==> config.mk <==
export PLATFORM = sky130hd
export DESIGN_NAME = se_prog_loader
export DESIGN_NICKNAME = d
export VERILOG_FILES = /design/src/rtl/se_loader_pkg.sv /design/src/rtl/se_byte_assembler.sv /design/src/rtl/se_prog_loader.sv
export SDC_FILE = /design/constraint.sdc
export NUM_CORES = 1
export LEC_CHECK = 0
export BUFFER_PORTS_ARGS = -buffer_cell sky130_fd_sc_hd__buf_2
export CAP_MARGIN = 20
export CORE_MARGIN = 4
export CORE_UTILIZATION = 39
export CTS_CLUSTER_DIAMETER = 30
export DETAILED_ROUTE_END_ITERATION = 16
export GPL_ROUTABILITY_DRIVEN = 0
export GPL_TIMING_DRIVEN = 0
export PLACE_DENSITY_LB_ADDON = 0.15
export SLEW_MARGIN = 20
export SYNTH_ARGS = -nofsm -noshare
export SYNTH_HDL_FRONTEND = slang
export SYNTH_HIERARCHICAL = 1
export SYNTH_SLANG_ARGS = --single-unit
==> constraint.sdc <==
create_clock -name clk_i -period 3.39 [get_ports clk_i]
set_clock_uncertainty 0.2 [all_clocks]
set_input_delay 0.339 -clock clk_i [delete_from_list [all_inputs] [get_ports clk_i]]
set_output_delay 0.339 -clock clk_i [all_outputs]
set_load 0.005 [all_outputs]
==> src/rtl/se_loader_pkg.sv <==
// ---------------------------------------------------------------------------
// se_loader_pkg : shared types and constants for the program loader
// Rev 1.0
// ---------------------------------------------------------------------------
`default_nettype none

package se_loader_pkg;

   typedef enum logic [2:0] {
      S_IDLE   = 3'd0,
      S_LEN_LO = 3'd1,
      S_LEN_HI = 3'd2,
      S_DATA   = 3'd3,
      S_WRITE  = 3'd4,
      S_DONE   = 3'd5,
      S_ERROR  = 3'd6
   } state_t;

   localparam int LEN_BYTES      = 2;
   localparam int BYTES_PER_WORD = 4;

   // Counter must be able to hold MEM_WORDS itself, hence the extra bit.
   function automatic int cnt_width(input int mem_words);
      return $clog2(mem_words) + 1;
   endfunction

endpackage

`default_nettype wire

==> src/rtl/se_byte_assembler.sv <==
// ---------------------------------------------------------------------------
// se_byte_assembler : little-endian 4-byte shift register with byte index
// Rev 1.0
// ---------------------------------------------------------------------------
`default_nettype none

module se_byte_assembler
   import se_loader_pkg::*;
(
   input  logic                          clk_i,
   input  logic                          rst_i,
   input  logic                          shift_en,
   input  logic                          clear,
   input  logic [7:0]                    byte_in,
   output logic [8*BYTES_PER_WORD-1:0]   word,
   output logic                          word_full
);

   logic [1:0] idx;

   // Shifting right from the top lands the first byte in bits [7:0].
   always_ff @(posedge clk_i or posedge rst_i) begin
      if (rst_i) begin
         word <= '0;
         idx  <= '0;
      end else if (clear) begin
         word <= '0;
         idx  <= '0;
      end else if (shift_en) begin
         word <= {byte_in, word[8*BYTES_PER_WORD-1:8]};
         idx  <= idx + 2'd1;
      end
   end

   // High on the shift that completes the word; idx wraps to 0 with it.
   assign word_full = shift_en && (idx == 2'(BYTES_PER_WORD - 1));

endmodule

`default_nettype wire

==> src/rtl/se_prog_loader.sv <==
// ---------------------------------------------------------------------------
// se_prog_loader : framed byte stream to instruction-memory write strobes
// Rev 1.0
// ---------------------------------------------------------------------------
`default_nettype none

module se_prog_loader
   import se_loader_pkg::*;
#(
   parameter int unsigned         ADDR_W    = 64,
   parameter int unsigned         DATA_W    = 32,
   parameter int unsigned         MEM_WORDS = 1024,
   parameter logic [ADDR_W-1:0]   BASE_ADDR = '0,
   localparam int unsigned        CNT_W     = cnt_width(MEM_WORDS)
)(
   input  logic                clk_i,
   input  logic                rst_i,
   input  logic                start_i,
   input  logic [7:0]          byte_i,
   input  logic                byteValid_i,
   output logic                byteReady_o,
   output logic [DATA_W-1:0]   loadData_o,
   output logic [ADDR_W-1:0]   loadAddr_o,
   output logic                wrEn_o,
   output logic                busy_o,
   output logic                done_o,
   output logic                err_o,
   output logic [CNT_W-1:0]    wordCnt_o,
   output logic [ADDR_W-1:0]   bootPc_o
);

   if (DATA_W != 32) begin : g_bad_data_w
      $error("se_prog_loader: DATA_W must be 32");
   end

   state_t                      state, state_nxt;
   logic [8*LEN_BYTES-1:0]      len_q;
   logic [CNT_W-1:0]            cnt;
   logic [CNT_W-1:0]            cnt_inc;
   logic [ADDR_W-1:0]           addr_q;
   logic [DATA_W-1:0]           data_hold;
   logic                        ready_q;
   logic                        xfer;
   logic                        start_ok;
   logic [8*LEN_BYTES-1:0]      len_full;
   logic                        len_bad;
   logic                        last_word;
   logic                        asm_shift;
   logic                        asm_clear;
   logic [DATA_W-1:0]           asm_word;
   logic                        asm_full;

   se_byte_assembler u_asm (
      .clk_i     (clk_i),
      .rst_i     (rst_i),
      .shift_en  (asm_shift),
      .clear     (asm_clear),
      .byte_in   (byte_i),
      .word      (asm_word),
      .word_full (asm_full)
   );

   assign xfer      = byteValid_i && byteReady_o;
   assign start_ok  = start_i && (state inside {S_IDLE, S_DONE, S_ERROR});
   assign len_full  = {byte_i, len_q[7:0]};
   assign len_bad   = (len_full == '0) || (32'(len_full) > 32'(MEM_WORDS));
   assign cnt_inc   = cnt + CNT_W'(1);
   assign last_word = (32'(cnt_inc) == 32'(len_q));

   always_comb begin
      state_nxt = state;
      asm_shift = 1'b0;
      asm_clear = 1'b0;
      case (state)
         S_IDLE, S_DONE, S_ERROR: begin
            if (start_i) begin
               state_nxt = S_LEN_LO;
               asm_clear = 1'b1;
            end
         end
         S_LEN_LO: if (xfer) state_nxt = S_LEN_HI;
         S_LEN_HI: begin
            if (xfer) begin
               state_nxt = len_bad ? S_ERROR : S_DATA;
               asm_clear = 1'b1;
            end
         end
         S_DATA: begin
            if (xfer) begin
               asm_shift = 1'b1;
               if (asm_full) state_nxt = S_WRITE;
            end
         end
         S_WRITE: state_nxt = last_word ? S_DONE : S_DATA;
         default: state_nxt = S_IDLE;
      endcase
   end

   always_ff @(posedge clk_i or posedge rst_i) begin
      if (rst_i) begin
         state     <= S_IDLE;
         ready_q   <= 1'b0;
         len_q     <= '0;
         cnt       <= '0;
         addr_q    <= BASE_ADDR;
         data_hold <= '0;
      end else begin
         state   <= state_nxt;
         ready_q <= state_nxt inside {S_LEN_LO, S_LEN_HI, S_DATA};
         if (state == S_LEN_LO && xfer) len_q[7:0]  <= byte_i;
         if (state == S_LEN_HI && xfer) len_q[15:8] <= byte_i;
         if (start_ok)
            cnt <= '0;
         else if (state == S_WRITE)
            cnt <= cnt_inc;
         // Address is fixed on the edge that completes the word.
         if (state == S_DATA && xfer && asm_full)
            addr_q <= BASE_ADDR + (ADDR_W'(cnt) * ADDR_W'(BYTES_PER_WORD));
         if (state == S_WRITE)
            data_hold <= asm_word;
      end
   end

   assign byteReady_o = ready_q;
   assign wrEn_o      = (state == S_WRITE);
   assign loadData_o  = wrEn_o ? asm_word : data_hold;
   assign loadAddr_o  = addr_q;
   assign busy_o      = state inside {S_LEN_LO, S_LEN_HI, S_DATA, S_WRITE};
   assign done_o      = (state == S_DONE);
   assign err_o       = (state == S_ERROR);
   assign wordCnt_o   = cnt;
   assign bootPc_o    = BASE_ADDR;

endmodule

`default_nettype wire
Word level (Yosys, flattened, before mapping)
Index checks and enable logic that the tools add are counted.
{"block": "totals", "elab_cells": 58, "input_bits": 12, "out_inout_bits": 176, "register_bits": 108}
{"block": "classes", "n_reduce_logical": 16, "n_mux": 19, "n_lt_le_gt_ge": 1, "n_eq_ne": 11, "addsub": 2}
{"cell": "$mux 32", "n": 3}
{"cell": "$mux 11", "n": 2}
{"cell": "$mux 3", "n": 7}
{"cell": "$eq 11x16->1", "n": 1}
{"cell": "$gt 16x11->1 const B", "n": 1}
{"cell": "$logic_not 16->1", "n": 1}
{"cell": "$pmux 3 s5", "n": 1}
{"cell": "$eq 3x2->1 const B", "n": 4}
{"cell": "$add 11x1->11 const B", "n": 1}
{"cell": "$eq 3x3->1 const B", "n": 3}
{"cell": "$logic_and 1x1->1", "n": 7}
{"cell": "$eq 3x1->1 const B", "n": 2}
{"cell": "$reduce_bool 3->1", "n": 2}
{"cell": "$mux 2", "n": 2}
{"cell": "$reduce_bool 2->1", "n": 2}
{"cell": "$reduce_bool 4->1", "n": 1}
{"cell": "$logic_not 3->1", "n": 1}
{"cell": "$mux 1", "n": 3}
{"cell": "$reduce_or 3->1", "n": 1}
{"cell": "$add 2x1->2 const B", "n": 1}
{"cell": "$eq 2x2->1 const B", "n": 1}
{"cell": "$pmux 1 s2", "n": 1}
{"cell": "$logic_or 1x1->1", "n": 1}

Logic depth before layout (Yosys ltp)
{"block": "depth", "depth_word": 9, "mapped_depth": 11, "ltp_nobuf": 9}

Cells and area by module
The synthesis kept the hierarchy.
{"module": "se_prog_loader", "seq_area_each_um2": 1851.8, "area_each_um2": 4360.4, "instances": 1, "cells_each": 469}
{"module": "se_byte_assembler", "seq_area_each_um2": 850.8, "area_each_um2": 1431.4, "instances": 1, "cells_each": 113}

Worst setup path after synthesis
No wires, ideal clock.
{"block": "synth_path", "path_kind": "flip-flop to flip-flop", "start": "register state[2]", "end": "register addr_q[2] (netlist: loadAddr_o[2])", "setup_ns": 0.125, "n_path_buf": 4, "path_slack_ns": 1.038, "t_required_ns": 3.065, "t_arrival_ns": 2.028, "synth_period_minus_slack_ns": 2.352, "stages_incl_launch_ff": 10, "cell_sequence": "dfrtp_1 buf_2 nor2_1 and3_1 buf_6 buf_12 and2_1 nand4_1 buf_2 mux2_2"}
{"block": "synth_between", "elab_chain_len": 4}
{"element": "start, declared", "line_no": "se_prog_loader.sv:36", "source": "state_t state, state_nxt;"}
{"element": "start signal, assigned", "line_no": "se_prog_loader.sv:108", "source": "state <= state_nxt;"}
{"element": "$eq 3x2->1", "line_no": "se_prog_loader.sv:74", "source": "case (state)"}
{"element": "$mux 1", "line_no": "se_prog_loader.sv:74"}
{"element": "net asm_shift", "line_no": "se_prog_loader.sv:48", "source": "logic asm_shift;"}
{"element": "$logic_and 1x1->1", "line_no": "se_byte_assembler.sv:36", "source": "assign word_full = shift_en && (idx == 2'(BYTES_PER_WORD - 1));"}
{"element": "net asm_full", "line_no": "se_prog_loader.sv:51", "source": "logic asm_full;"}
{"element": "$logic_and 1x1->1", "line_no": "se_prog_loader.sv:117", "source": "if (state == S_DATA && xfer && asm_full)"}
{"element": "end signal, assigned", "line_no": "se_prog_loader.sv:118", "source": "addr_q <= BASE_ADDR + (ADDR_W'(cnt) * ADDR_W'(BYTES_PER_WORD));"}
{"element": "end, declared", "line_no": "se_prog_loader.sv:40", "source": "logic [ADDR_W-1:0] addr_q;"}
The timed path passes the listed nets, and every way through them passes these cells.
A chain may end at the register's enable or synchronous reset.

Final worst setup path
{"block": "layout_path", "start": "register state[1]", "end": "register addr_q[4] (netlist: loadAddr_o[4])"}
The elaborated chain is that of the path after synthesis.

==> impl_metrics.toml <==
[die]
die_w_um = 129.9
ios = 188
fp.dieH_um = 129.9
initial_utilization_pct = 39.85
rows = 44
core-area_um2 = 14530
die-area_um2 = 16860

[clock_tree]
cts_buffer_depth = 2
cts_hold_buf = 1
path_clk_slew_ns = 0.07
h-tree-depth = 3
cts_tree = "built"
post_cts_buffers = 0
post_cts_resized = 0
numCtsBuffers = 9
clock_latency_ns = 0.35
cts_root_buf = "clkbuf_16"
cts.sinks = 108

[min_path]
hold_path_depth = 2
hp-class = "in -> reg"
holdPathEnd = "len_q[13]"
min_from = "byte_i[5]"

[grt]
grt.total_usage_pct = 14.37
gr-total-overflow = 0
antenna_found_initial = 0
grt_pass1_vias = 3797
grt_pass1_wl_mm = 19.37
grt_max_degree = 49

[sta]
slew_violations = 0
min_period_ns = 2.820
grt_setup_unrepaired = "false"
hold_viol_final = 0
worst_pin_slew_ns = 0.9748
setup_viol = 0
holdWs_ns = 0.08033
fmax_ghz = 0.3546
period_share_pct = 83.18
slew_headroom_pct = 34.84
finalSetupTns_ns = 0

[pwr]
switchingPower_w = 0.001439
p_sw_share_pct = 33.97
leakagePower_nw = 3.926
clkPwrFrac_pct = 25.8
peakVddDrop_mv = 0.2565
p_per_area_nw_per_um2 = 591.7
internal_power_w = 0.002797
pwr-share-comb_pct = 32.4
power_w = 0.004236
seq_power_share_pct = 41.8

[routing]
antenna_left = 0
drt-initial-drc-count = 132
drtPass1Iterations = 4
vias_per_cell = 4.394
drc = 0
vias = 4262
drt-wirelength-per-cell_um = 12.92
wl_mm = 12.53

[critical_path]
cp_max_fo = 10
r2r_end = "loadAddr_o[4]"
end_kind = "flip-flop"
path_class = "reg -> reg"
cp-start-kind = "flip-flop"
crit_chain = "clkbuf_1 -> and3_1 -> buf_6 -> buf_12 -> and2_1 -> nand4_1 -> buf_2 -> mux2_2"
cp.required_ns = 3.43
slowest_stage = "dfrtp_1"
critical_path.top_delay_family = "buffers and inverters"
r2r_cells = 8
r2r_slack_ns = 0.57
cp_num_buf_inv = 4
cp_data_arrival_time_ns = 2.86
cp_slowest_stage_delay_ns = 0.44
r2r_start = "state[1]"

[logic_synthesis]
synth_top_area_share_pct = 46.66
syn-instance-count = 582
ys_top_cells_by_area = "dfrtp_1 (47%), buf_4 (15%), nand2_1 (7.0%)"
synthArstFlopShare_pct = 100.0
synth_top_cell_by_area = "dfrtp_1"
synth-main-ff-cell = "dfrtp_1"
ys_seq_area_share_pct = 46.66
yosysWarnings = 6
synth_cell_types = 56
ys_seq_elements = 108
synth.avg_cell_area_um2 = 9.952
synth-edff-count = 0
synthesis.area_um2 = 5792

[finish]
syn_to_final_growth_pct = 23.61
final_nets = 795
instances_no_fill = 970
drive_above_1_share_pct = 32.06
n_antenna_cell = 0

[status]
run_status = "finished, final reports clean"

[placement]
dpl.hpwl_mm = 9.749
numPortBuffers = 70
placed_cells = 953

[run]
cap_violations = 0
## metrics by stage
stage	worst slack (ns)	area, um2	util (%)
6_report	0.5703	7159	49.26
5_1_grt	0.3470	7159	49.26
4_1_cts	0.5559	7159	49.26
3_5_place_dp	0.5638	6838	47.05
3_3_place_gp	0.1077	6808	46.84
2_1_floorplan	0.9694	6227	-
## cell families after synthesis
family	share of synthesized area [%]
compound gates	3.521
xor+xnor	3.176
fa+ha+maj	0.4320
buf+inv	18.36
flops	46.66
mux	10.76
other cells	0.06475
simple gates	17.02
## power groups by stage
| stage | combinational [W] | clock, W | sequential, W |
|---|---|---|---|
| floorplan | 0.00105 | 0 | 0.00173 |
| global placement | 0.00134 | 0 | 0.00179 |
| detailed placement | 0.00138 | 0 | 0.00180 |
| CTS | 0.00139 | 0.00111 | 0.00177 |
| global route | 0.00153 | 0.00116 | 0.00181 |
| finish | 0.00137 | 0.00109 | 0.00177 |
## synthesized netlist by cell type, types with 3 or more instances
| cell type | number |
|---|---|
| buf_12 | 3 |
| a21oi_1 | 5 |
| inv_1 | 3 |
| clkbuf_1 | 14 |
| nand4_1 | 4 |
| nor4_1 | 5 |
| and2_1 | 4 |
| xor2_1 | 6 |
| o21ai_0 | 5 |
| buf_1 | 3 |
| nor3_1 | 5 |
| mux2i_1 | 33 |
| mux2_2 | 26 |
| nand3_1 | 7 |
| nand3b_1 | 5 |
| nor2_1 | 48 |
| buf_4 | 117 |
| dfrtp_1 | 108 |
| nor2b_1 | 6 |
| buf_2 | 6 |
| nor3b_1 | 3 |
| xnor2_1 | 15 |
| nand2_1 | 108 |
## layout make-up
class	count	area (um2)
Timing Repair Buffer	72	387.9
Fill cell	1389	7375
Multi-Input combinational cell	441	2461
Sequential cell	108	2703
Clock buffer	9	225.2
Tap cell	184	230.2
Inverter	4	17.52
Clock inverter	7	86.33
Buffer	145	1049
## worst max-delay path by stage
stage	start	end	slack (ns)	cells after the start
final	state[1]	loadAddr_o[4]	0.57	8
after global routing	state[1]	loadData_o[17]	0.35	6
after CTS	state[1]	loadAddr_o[4]	0.56	8
after detailed placement	state[1]	loadAddr_o[4]	0.56	8
after global placement	rst_i	loadAddr_o[10]	0.11	2
after floorplan	rst_i	byteReady_o	0.97	1
## registers in the layout (all words and copies together), names as in the netlist
signal / cells
data_hold: 32
u_asm/word: 32
len_q: 16
loadAddr_o: 11
wordCnt_o: 11
state: 3
u_asm/idx: 2
byteReady_o: 1
## worst reg2reg max path, stage by stage (launching register included)
cell and delay [ns]:
dfrtp_1 0.44, clkbuf_1 0.34, and3_1 0.23, buf_6 0.18, buf_12 0.16, and2_1 0.19
nand4_1 0.36, buf_2 0.34, mux2_2 0.29
## cells in the final DEF, fill, tap and decap left out, drive strengths merged, types with 7 or more instances in the layout
master / netlist / routed
nor2: 49 / 49
mux2i: 33 / 33
conb: 1 / 117
nor4: 7 / 7
dfrtp: 108 / 108
nand3: 7 / 7
buf: 130 / 201
xnor2: 15 / 15
nand2: 108 / 108
clkbuf: 15 / 24
mux2: 26 / 26
## routing by layer
layer	wire [um]	global-route usage, %	part of all wire, %
met1	5634	20.21	45
met2	5714	22.84	46
met3	1000	2.169	8.0
met4	182	4.890	1.5
met5	0	0	0
Power figures use the tool's default switching activity.
